--- src/rtl/button_cmd_encoder_pkg.sv ---
// button_cmd_encoder_pkg: command codes, FSM state encoding and press priority
// shared by the button front end and the display FSM.
package button_cmd_encoder_pkg;
    localparam logic [2:0] CMD_NONE = 3'b000;
    localparam logic [2:0] CMD_A    = 3'b001;
    localparam logic [2:0] CMD_B    = 3'b010;
    localparam logic [2:0] CMD_P    = 3'b011;
    localparam logic [2:0] CMD_C    = 3'b100;
    localparam logic [2:0] CMD_E    = 3'b101;
    localparam logic [2:0] CMD_G    = 3'b110;

    localparam logic [1:0] ST_IDLE     = 2'd0;
    localparam logic [1:0] ST_EMIT     = 2'd1;
    localparam logic [1:0] ST_WAIT_REL = 2'd2;

    // Lowest-index press wins; simultaneous higher-index presses are dropped.
    function automatic logic [2:0] press_code(input logic [5:0] rise);
        return rise[0] ? CMD_A :
               rise[1] ? CMD_B :
               rise[2] ? CMD_P :
               rise[3] ? CMD_C :
               rise[4] ? CMD_E :
               rise[5] ? CMD_G : CMD_NONE;
    endfunction
endpackage

--- src/rtl/btn_debounce.sv ---
// btn_debounce: two-flop synchronizer plus consecutive-disagreement counter
// for one raw button; rise pulses for one cycle after the level goes high.
module btn_debounce #(
    parameter int DEBOUNCE_CYCLES = 500000
) (
    input  logic clk,
    input  logic rst,
    input  logic btn,
    output logic level,
    output logic rise
);
    localparam int CW = $clog2(DEBOUNCE_CYCLES + 1);
    localparam logic [CW-1:0] LAST = CW'(DEBOUNCE_CYCLES - 1);

    logic [1:0] sync;
    logic [CW-1:0] cnt;
    logic flip;

    assign flip = (sync[1] != level) && (cnt == LAST);

    always_ff @(posedge clk or posedge rst) begin
        if (rst) begin
            sync  <= '0;
            cnt   <= '0;
            level <= 1'b0;
            rise  <= 1'b0;
        end else begin
            sync  <= {sync[0], btn};
            cnt   <= (sync[1] == level || flip) ? '0 : cnt + 1'b1;
            level <= flip ? sync[1] : level;
            rise  <= flip & sync[1];
        end
    end
endmodule

--- src/rtl/button_cmd_encoder.sv ---
// button_cmd_encoder: debounces six buttons and emits one held command code
// per physical press, then waits for all buttons to be released.
module button_cmd_encoder #(
    parameter int DEBOUNCE_CYCLES = 500000,
    parameter int HOLD_CYCLES     = 1
) (
    input  logic       clk,
    input  logic       rst,
    input  logic [5:0] btn,
    output logic [2:0] cmd,
    output logic       cmd_valid,
    output logic       busy
);
    import button_cmd_encoder_pkg::*;

    localparam int HW = HOLD_CYCLES > 1 ? $clog2(HOLD_CYCLES) : 1;
    localparam logic [HW-1:0] HOLD_LOAD = HW'(HOLD_CYCLES - 1);

    logic [5:0] level;
    logic [5:0] rise;
    logic [1:0] state;
    logic [HW-1:0] hold;

    genvar i;
    generate
        for (i = 0; i < 6; i++) begin : g_btn
            btn_debounce #(.DEBOUNCE_CYCLES(DEBOUNCE_CYCLES)) u_db (
                .clk  (clk),
                .rst  (rst),
                .btn  (btn[i]),
                .level(level[i]),
                .rise (rise[i])
            );
        end
    endgenerate

    always_ff @(posedge clk or posedge rst) begin
        if (rst) begin
            state     <= ST_IDLE;
            hold      <= '0;
            cmd       <= CMD_NONE;
            cmd_valid <= 1'b0;
            busy      <= 1'b0;
        end else begin
            case (state)
                ST_IDLE: if (|rise) begin
                    state     <= ST_EMIT;
                    cmd       <= press_code(rise);
                    cmd_valid <= 1'b1;
                    busy      <= 1'b1;
                    hold      <= HOLD_LOAD;
                end
                ST_EMIT: if (hold == '0) begin
                    state     <= ST_WAIT_REL;
                    cmd       <= CMD_NONE;
                    cmd_valid <= 1'b0;
                end else begin
                    hold <= hold - 1'b1;
                end
                ST_WAIT_REL: if (~|level) begin
                    state <= ST_IDLE;
                    busy  <= 1'b0;
                end
                default: begin
                    state     <= ST_IDLE;
                    cmd       <= CMD_NONE;
                    cmd_valid <= 1'b0;
                    busy      <= 1'b0;
                end
            endcase
        end
    end
endmodule
--- config.mk ---
export PLATFORM = sky130hd
export DESIGN_NAME = button_cmd_encoder
export DESIGN_NICKNAME = d
export VERILOG_FILES = /design/src/rtl/button_cmd_encoder_pkg.sv /design/src/rtl/btn_debounce.sv /design/src/rtl/button_cmd_encoder.sv
export SDC_FILE = /design/constraint.sdc
export NUM_CORES = 1
export LEC_CHECK = 0
export ABC_AREA = 1
export CORE_MARGIN = 10
export CORE_UTILIZATION = 40
export DETAILED_ROUTE_END_ITERATION = 10
export HOLD_SLACK_MARGIN = 0.08
export PLACE_DENSITY = 0.54
export SETUP_SLACK_MARGIN = 0.05
export SYNTH_ARGS = -nofsm -noshare
export SYNTH_HDL_FRONTEND = slang
export SYNTH_SLANG_ARGS = --single-unit
export TNS_END_PERCENT = 10
--- constraint.sdc ---
create_clock -name clk -period 5.2 [get_ports clk]
set_clock_uncertainty 0.15 [all_clocks]
set_input_delay 0.52 -clock clk [delete_from_list [all_inputs] [get_ports clk]]
set_output_delay 0.52 -clock clk [all_outputs]
set_load 0.02 [all_outputs]
==> qor.txt <==
result of the run = finished, final reports clean
post-layout util = 0.460
maximum number of pins on one net before global-route repair = 89
Die H = 159 um
first-pass GRT wire length = 27500 um
period utilization = 0.405
Seq cells post-synth = 145
post-cts sizing count = 0
buffer depth of the longest clock path = 2
Critical Path RT = 4.53 ns
Synth Cell Area = 7730 um2
multiplexer area fraction after synthesis = 0
count of buffers added by post-CTS timing repair for setup = 0
CTS clock-pin slew for the worst setup and hold paths = 0.06 ns
Peak supply drop = 0.223 mV
type of the most critical hold path = flip-flop to flip-flop
total number of yosys warnings = 0
CP max FO = 2
power density over the cells = 278 nW/um2
number of global-route vias before repair = 5837
number of buffer cells added on primary ports = 12
sequential share of the synthesized area = 0.469
unrepaired setup endpoints after global routing = false
post-detailed-route via-to-cell ratio = 4.51
total number of nets in the final design = 1020
number of antenna violations at the first check in global routing = 0
Area contributors post-synth = sky130_fd_sc_hd__dfrtp_1 47%, sky130_fd_sc_hd__nand2_1 11%, sky130_fd_sc_hd__nor2_1 10%
final wirelength = 15300 um
final number of max-transition violations = 0
worst path buffer plus inverter count = 1
final RePlAce weighted congestion = 0.820
Final HPWL DP = 10700 um
delay contributed by the slowest stage of the critical path = 0.62 ns
accumulated negative setup slack = 0 ns
number of top-level pins = 13
final worst hold slack = 0.201 ns
Final Power = 2410 uW
CP Launch Type = flip-flop
later-pin clock latency in the skew report = 0.43 ns
crit path time final = 2.11 ns
net count after synthesis = 993
top cell family by delay on the critical path = buffers and inverters
# Max-Cap Violations = 0
CTS sink cnt = 145
Area growth, synth to finish = 12.0%
Slowest-stage cell, CP = sky130_fd_sc_hd__clkdlybuf4s50_1
number of buffers inserted during clock tree synthesis = 17
Die X = 159 um
ratio of cells with drive above 1 in the final layout = 0.117
combined global-route utilization of all metal layers = 0.129
post-layout worst setup margin = 3.09 ns
overall die area = 25300 um2
DP Worst Slack = 2.94 ns
Crit. End Element = primary output
hold violation count in the final report = 0
adder-cell share of the synthesized area = 0.00971
total iterations of the first detailed-routing run = 4
site row count = 50
Mapped Cells = 979
number of distinct standard cells referenced by the synthesized netlist = 25
Starting Density = 0.411
top cell type by total area after synthesis = sky130_fd_sc_hd__dfrtp_1
worst rel slew slack = 0.465
Max H-tree Level = 4
area share of the leading cell type in the synthesized netlist = 0.469
Post-DRT Antenna Nets = 0
Worst EP arrival = 1.44 ns
worst path cell trace = clkdlybuf4s50_1
GRT Residual Overflow = 0
Synth Area in Compound Gates = 0.0194
simple-gate share of the synthesized area = 0.358
drc violations = 0
largest family of logic cells by synthesized area = simple AND/OR/NAND/NOR gates
via total after detailed routing = 5764
First DRT Iteration DRCs = 331
mean post-synth cell area = 7.90 um2
TritonCTS clock tree = built
count of hold buffers inserted by post-cts repair = 0
reported leakage power = 0.00376 uW
Final setup viols = 0
master cell of the clock root buffer = sky130_fd_sc_hd__clkbuf_16
Slew @ Worst Pin = 0.803 ns
WS Path Type = flip-flop to primary output
Core Region = 18800 um2
synthesized-area fraction occupied by xor and xnor cells = 0.0782
highest attainable clock frequency = 475 MHz
antenna diode instance count = 0
Avg WL per Cell = 12.0 um
==> layout by cell type (no fill, tap or decap) <==
cell type                         instances
sky130_fd_sc_hd__nand2_4                  6
sky130_fd_sc_hd__nand4_1                 15
sky130_fd_sc_hd__o21bai_1                 6
sky130_fd_sc_hd__o21ai_0                 15
sky130_fd_sc_hd__nand3_1                 68
sky130_fd_sc_hd__xor2_1                  46
sky130_fd_sc_hd__nand3_2                 10
sky130_fd_sc_hd__a21oi_1                  6
sky130_fd_sc_hd__clkinv_1                 1
sky130_fd_sc_hd__clkbuf_16               17
sky130_fd_sc_hd__and2_1                   2
sky130_fd_sc_hd__dfrtp_1                145
sky130_fd_sc_hd__clkinvlp_4               1
sky130_fd_sc_hd__nand2_1                231
sky130_fd_sc_hd__clkbuf_1                 4
sky130_fd_sc_hd__nor3_1                   5
sky130_fd_sc_hd__nor2_2                  50
sky130_fd_sc_hd__clkinv_2                 4
sky130_fd_sc_hd__xnor2_1                 23
sky130_fd_sc_hd__nand3b_1                 1
sky130_fd_sc_hd__inv_6                    1
sky130_fd_sc_hd__nor2_4                   7
sky130_fd_sc_hd__buf_4                    2
sky130_fd_sc_hd__ha_1                     6
sky130_fd_sc_hd__nand2_2                 11
sky130_fd_sc_hd__inv_2                    3
sky130_fd_sc_hd__clkdlybuf4s50_1         12
sky130_fd_sc_hd__clkinv_4                 3
sky130_fd_sc_hd__or2_2                    2
sky130_fd_sc_hd__nor2_1                 208
sky130_fd_sc_hd__bufinv_16                2
sky130_fd_sc_hd__inv_1                  105
==> through the flow <==
stage                     cells  cell area (um2)
after floorplan             979             7730
after global placement     1247             8100
after detailed placement   1247             8100
after CTS                  1278             8660
after global routing       1278             8660
final                      1278             8660
==> cell usage after synthesis <==
| cell type | instances |
|---|---|
| sky130_fd_sc_hd__nand3_2 | 10 |
| sky130_fd_sc_hd__or2_2 | 2 |
| sky130_fd_sc_hd__inv_1 | 106 |
| sky130_fd_sc_hd__nor2_1 | 208 |
| sky130_fd_sc_hd__nor2_2 | 50 |
| sky130_fd_sc_hd__inv_2 | 3 |
| sky130_fd_sc_hd__buf_6 | 3 |
| sky130_fd_sc_hd__nand3b_1 | 1 |
| sky130_fd_sc_hd__and2_1 | 2 |
| sky130_fd_sc_hd__o21ai_0 | 15 |
| sky130_fd_sc_hd__buf_12 | 3 |
| sky130_fd_sc_hd__nand4_1 | 15 |
| sky130_fd_sc_hd__nand2_2 | 11 |
| sky130_fd_sc_hd__clkinv_1 | 1 |
| sky130_fd_sc_hd__nand3_1 | 68 |
| sky130_fd_sc_hd__nand2_1 | 231 |
| sky130_fd_sc_hd__o21bai_1 | 6 |
| sky130_fd_sc_hd__xnor2_1 | 23 |
| sky130_fd_sc_hd__dfrtp_1 | 145 |
| sky130_fd_sc_hd__ha_1 | 6 |
| sky130_fd_sc_hd__nor2_4 | 7 |
| sky130_fd_sc_hd__nand2_4 | 6 |
| sky130_fd_sc_hd__a21oi_1 | 6 |
| sky130_fd_sc_hd__xor2_1 | 46 |
| sky130_fd_sc_hd__nor3_1 | 5 |
==> path summary, 6_finish.rpt <==
kind                                                 start                              end  slack [ns]  depth (start not counted)
min                        g_btn[1].u_db.sync[0]$_DFF_PP0_  g_btn[1].u_db.sync[1]$_DFF_PP0_        0.20                          0
max                                  cmd_valid$_DFFE_PP0P_                        cmd_valid        3.09                          1
min reg2reg                g_btn[1].u_db.sync[0]$_DFF_PP0_  g_btn[1].u_db.sync[1]$_DFF_PP0_        0.20                          0
max in group asynchronous                              rst  g_btn[1].u_db.sync[0]$_DFF_PP0_        3.48                          3
min in group asynchronous                              rst  g_btn[4].u_db.sync[0]$_DFF_PP0_        0.49                          2
max reg2reg                 g_btn[4].u_db.cnt[0]$_DFF_PP0_  g_btn[4].u_db.cnt[16]$_DFF_PP0_        3.47                          6
==> cell families after synthesis <==
logic type | after synthesis
compound gates | 27
fa+ha+maj | 6
flops | 145
simple gates | 616
buf+inv | 116
xor+xnor | 69
==> routing by layer <==
metal / routed length, um / vias up / global-route usage / part of all wire
met4: 198 / 0 / 0.0463 / 0.013
met2: 7320 / 40 / 0.212 / 0.48
met5: 0 / - / 0 / 0
met3: 339 / 15 / 0.0284 / 0.022
li1: - / 3064 / - / -
met1: 7440 / 2645 / 0.162 / 0.49
==> sequential cells by signal, indices dropped and copies added (netlist names) <==
| signal | count |
|---|---|
| state | 2 |
| g_btn.u_db.level | 6 |
| cmd_valid | 1 |
| busy | 1 |
| cmd | 3 |
| g_btn.u_db.cnt | 114 |
| g_btn.u_db.rise | 6 |
| g_btn.u_db.sync | 12 |
==> where the power goes <==
group	total [uW]	switching (uW)	internal (uW)
registers	1160	12.8	1140
logic	78.4	55.7	22.7
clock network	1170	473	701
total	2410	542	1870
==> area by class of cell <==
type                            instances  area (um2)
Inverter                              110         418
Multi-Input combinational cell        718        3600
Sequential cell                       145        3630
Clock inverter                         10         114
Fill cell                            1869       10200
Tap cell                              260         325
Timing Repair Buffer                   14         135
Clock buffer                           21         440
No activity file was read; power rests on OpenSTA's default activity.
==> variant 1: new RTL, same settings <==
`DEBOUNCE_CYCLES` is set to 500000 in 2 places; all go to 1000000.
--- a/src/rtl/btn_debounce.sv
+++ b/src/rtl/btn_debounce.sv
@@ -1,7 +1,7 @@
 // btn_debounce: two-flop synchronizer plus consecutive-disagreement counter
 // for one raw button; rise pulses for one cycle after the level goes high.
 module btn_debounce #(
-    parameter int DEBOUNCE_CYCLES = 500000
+    parameter int DEBOUNCE_CYCLES = 1000000
 ) (
     input  logic clk,
     input  logic rst,
--- a/src/rtl/button_cmd_encoder.sv
+++ b/src/rtl/button_cmd_encoder.sv
@@ -1,7 +1,7 @@
 // button_cmd_encoder: debounces six buttons and emits one held command code
 // per physical press, then waits for all buttons to be released.
 module button_cmd_encoder #(
-    parameter int DEBOUNCE_CYCLES = 500000,
+    parameter int DEBOUNCE_CYCLES = 1000000,
     parameter int HOLD_CYCLES     = 1
 ) (
     input  logic       clk,
Formal check against the unedited RTL: no difference found for any inputs over 10 cycles, from zero or initial values and one cycle with rst high; that may be too few to reach the edited logic, so the function may still have changed.
==> variant 1 against the unedited design <==
  * Worst setup slack lost 0.042 ns
  * Synthesized cell count grew 6.3%
  * Global-route usage grew 0.092 points
  * Sequential cell count grew 6
  * Via count grew 6.5%
  * Sequential share of layout area grew 0.42 points
  * Sequential power grew 4%
  * Critical path depth is the same
  * Total power grew 1.0%
  * Wire length grew 3.2%
  * First-iteration DRC count shrank 9.1%
  * Cell area grew 3.1%
  * Synthesized area grew 3.2%
  * Largest cell class unchanged
==> variant 1: results <==
[clocking]
cts.reportedPaths.clkPinSlew_ns = 0.07
post_cts_buffers = 0
clockBufferDepth = 2
root_buffer = clkbuf_16
htreeDepth = 4
cts-resized-gates = 0
clk_latency_ns = 0.43
numCtsBuffers = 17

[yosys]
synthCells = 1041
synth_area_leaders = dfrtp_1 (47%), nor2_1 (13%), nand2_1 (12%), inv_1 (5.2%), nand3_1 (4.4%)
synth.distinct_cells = 24
syn_nets = 1055
ys_top_cells_by_count = nor2_1 (271), nand2_1 (255), dfrtp_1 (151), inv_1 (111), nand3_1 (70)
seq_area_frac_synth = 0.4737
async_flop_share = 1.000
yosysWarnings = 0

[critical_path]
cp_slowest_stage_delay_ns = 0.64
worstPathMaxFanout = 2
critPathArrivalTime_ns = 1.48
crit_path_top_delay_cell = clkdlybuf4s50_1
crit_family = buffers and inverters

[placement]
dp_hpwl_mm = 11.21
dp_cells = 1314
place.gp.congestion = 0.8270
port_buffers = 12
place_worst_setup_slack_ns = 2.852
placed_area_sq_um = 8372

[route]
remaining_drc_errors = 0
via_count = 6138
drt_iter0_drc = 301
wl_mm = 15.79
first_pass_iters = 4
avgViaCountPerCell = 4.560

[grt]
grt_pass1_wl_mm = 28.50
met1_usage = 0.1643
grt_pass1_vias = 6205
antenna_found_initial = 0
grt_use_total = 0.1296
grt_use_met2 = 0.2137
met3_usage = 0.03177
grt_max_degree = 97

[timing]
relSlewSlack = 0.4200

[finish]
fillers = 2024
num_antenna_cells = 0
reg_top3 = g_btn.u_db.cnt x120, g_btn.u_db.sync x12
final_layout_size_suffix_gt1_frac = 0.07401

[power_and_ir_drop]
pwr_density_cell_nw_per_um2 = 272.8
switchingPower_uw = 591.7
p_clk_mw = 1.16
p_leak_nw = 3.892
pg_comb_uw = 72.7
peakVddDrop_v = 0.0002210

[status]
status = completed

[min_path]
min_path_type = flip-flop to flip-flop
variant 1: routing by layer:
layer	vias up	share of wire
li1	3273	-
met1	2793	0.49
met2	56	0.47
met3	16	0.027
met4	0	0.013
met5	-	0
variant 1: cell families after synthesis:
logic type	Yosys count	share of synthesized area
AO/OA/AOI/OAI	32	0.02165
XOR/XNOR	69	0.07671
adder cells (fa/ha/maj)	6	0.009412
buffers and inverters	117	0.06180
flip-flops	151	0.4737
AND/OR/NAND/NOR	666	0.3567
variant 1: layout make-up:
cell class / count / area [sq um] / share of cell area
flip-flops and latches: 151 / 3779 / 0.4233
repair buffers: 14 / 135.1 / 0.01514
clock buffers: 18 / 439.2 / 0.04919
inverters: 111 / 421.7 / 0.04723
multi-input cells: 773 / 3705 / 0.4150
clock inverters: 14 / 116.4 / 0.01303
well taps: 265 / 331.6 / 0.03714
variant 1: final timing paths:
path / startpoint / end / slack, ns / cells past startpoint
setup / recovery: busy$_DFFE_PP0P_ / busy / 3.05 / 1
hold / removal: g_btn[4].u_db.sync[0]$_DFF_PP0_ / g_btn[4].u_db.sync[1]$_DFF_PP0_ / 0.20 / 0
setup reg to reg: g_btn[0].u_db.cnt[0]$_DFF_PP0_ / g_btn[0].u_db.cnt[19]$_DFF_PP0_ / 3.38 / 6
hold reg to reg: g_btn[4].u_db.sync[0]$_DFF_PP0_ / g_btn[4].u_db.sync[1]$_DFF_PP0_ / 0.20 / 0
max in group asynchronous: rst / g_btn[5].u_db.cnt[6]$_DFF_PP0_ / 3.42 / 3
min in group asynchronous: rst / g_btn[4].u_db.sync[0]$_DFF_PP0_ / 0.52 / 2
==> variant 2: new RTL, config.mk and constraints unchanged <==
Without the edit above. Register the output `cmd_valid` once more; this adds one clock of latency there. The other outputs are not delayed to match.
--- a/src/rtl/button_cmd_encoder.sv
+++ b/src/rtl/button_cmd_encoder.sv
@@ -15,6 +15,8 @@
 
     localparam int HW = HOLD_CYCLES > 1 ? $clog2(HOLD_CYCLES) : 1;
     localparam logic [HW-1:0] HOLD_LOAD = HW'(HOLD_CYCLES - 1);
+
+    logic cmd_valid_s0;
 
     logic [5:0] level;
     logic [5:0] rise;
@@ -39,21 +41,21 @@
             state     <= ST_IDLE;
             hold      <= '0;
             cmd       <= CMD_NONE;
-            cmd_valid <= 1'b0;
+            cmd_valid_s0 <= 1'b0;
             busy      <= 1'b0;
         end else begin
             case (state)
                 ST_IDLE: if (|rise) begin
                     state     <= ST_EMIT;
                     cmd       <= press_code(rise);
-                    cmd_valid <= 1'b1;
+                    cmd_valid_s0 <= 1'b1;
                     busy      <= 1'b1;
                     hold      <= HOLD_LOAD;
                 end
                 ST_EMIT: if (hold == '0) begin
                     state     <= ST_WAIT_REL;
                     cmd       <= CMD_NONE;
-                    cmd_valid <= 1'b0;
+                    cmd_valid_s0 <= 1'b0;
                 end else begin
                     hold <= hold - 1'b1;
                 end
@@ -64,10 +66,14 @@
                 default: begin
                     state     <= ST_IDLE;
                     cmd       <= CMD_NONE;
-                    cmd_valid <= 1'b0;
+                    cmd_valid_s0 <= 1'b0;
                     busy      <= 1'b0;
                 end
             endcase
         end
     end
+    always_ff @(posedge clk) begin
+        cmd_valid <= cmd_valid_s0;
+    end
+
 endmodule
Behaviour: no difference found for any inputs over 10 cycles, from zero or initial values and one cycle with rst high; that may be too few to reach the edited logic, so the function may still have changed.
==> variant 2 against the unedited design <==
  * Total power decreased by 0.23%
  * Combinational power about the same
  * Worst setup slack got worse by 0.0095 ns
  * Cell area increased by 0.33%
  * Wire length decreased by 1.8%
  * Fmax decreased by 0.45%
  * Core utilization unchanged
  * Sequential cell count increased by 1
  * Synthesized area increased by 0.26%
  * Synthesized cell count increased by 0.10%
  * Critical path type unchanged
  * Largest power group is now registers
==> variant 2: results <==
[route]
wl_per_cell_um = 11.74
wl_mm = 15.02
drt_iter0_drc = 318
via_count = 5775

[yosys]
synth.distinct_cells = 26
synthCells = 980
seq_area_frac_synth = 0.4706
synth_area_leaders = dfrtp_1 (47%), nand2_1 (11%), nor2_1 (10%), xor2_1 (5.2%), inv_1 (5.1%)
yosysWarnings = 0
async_flop_share = 0.9932
syn_nets = 994

[grt]
grt_use_total = 0.1234
met1_usage = 0.1628
grt_pass1_vias = 5642
antenna_found_initial = 0
grt_max_degree = 85
grt_pass1_wl_mm = 26.55

[power_and_ir_drop]
switchingPower_uw = 546.4
peakVddDrop_v = 0.0003043
power.internal_mw = 1.859
p_leak_nw = 3.773

[critical_path]
endpoint = busy
r2r_slack_ns = 3.48
rr_endpoint = g_btn[2].u_db.cnt[15]$_DFF_PP0_
crit_start = busy$_DFFE_PP0P_

[timing]
post-route-min-period_ns = 2.116
relSlewSlack = 0.4765
whs_ns = 0.1961

[finish]
fillers = 1911
final_layout_size_suffix_gt1_frac = 0.1206
nNetsFinal = 1021

[placement]
dp_hpwl_mm = 10.64
placed_area_sq_um = 8124
place_worst_setup_slack_ns = 2.891

[min_path]
min_from = g_btn[4].u_db.sync[0]$_DFF_PP0_

[status]
status = completed
==> variant 2: cell types whose count changed after synthesis <==
cell / before / now
dfxtp_1: 0 / 1
==> variant 2: final cells by class <==
cell class                      count  share of cell area
Sequential cell                   146              0.4200
Multi-Input combinational cell    718              0.4141
Clock buffer                       20             0.05257
Inverter                          110             0.04811
Tap cell                          260             0.03745
Timing Repair Buffer               14             0.01556
Clock inverter                     12             0.01224
==> variant 2: cells by family after synthesis <==
group	after synthesis	share of synthesized area
DFF	146	0.4706
buffers and inverters	116	0.06536
AOI/OAI and AO/OA	27	0.01937
adders and majority gates	6	0.009683
xor gates and xnor gates	69	0.07795
and+or+nand+nor	616	0.3570
==> variant 2: per-layer routing <==
metal  wire [um]  part of all wire
met1        7689              0.51
met5           0                 0
met3         332             0.022
met2        6860              0.46
met4         140            0.0093
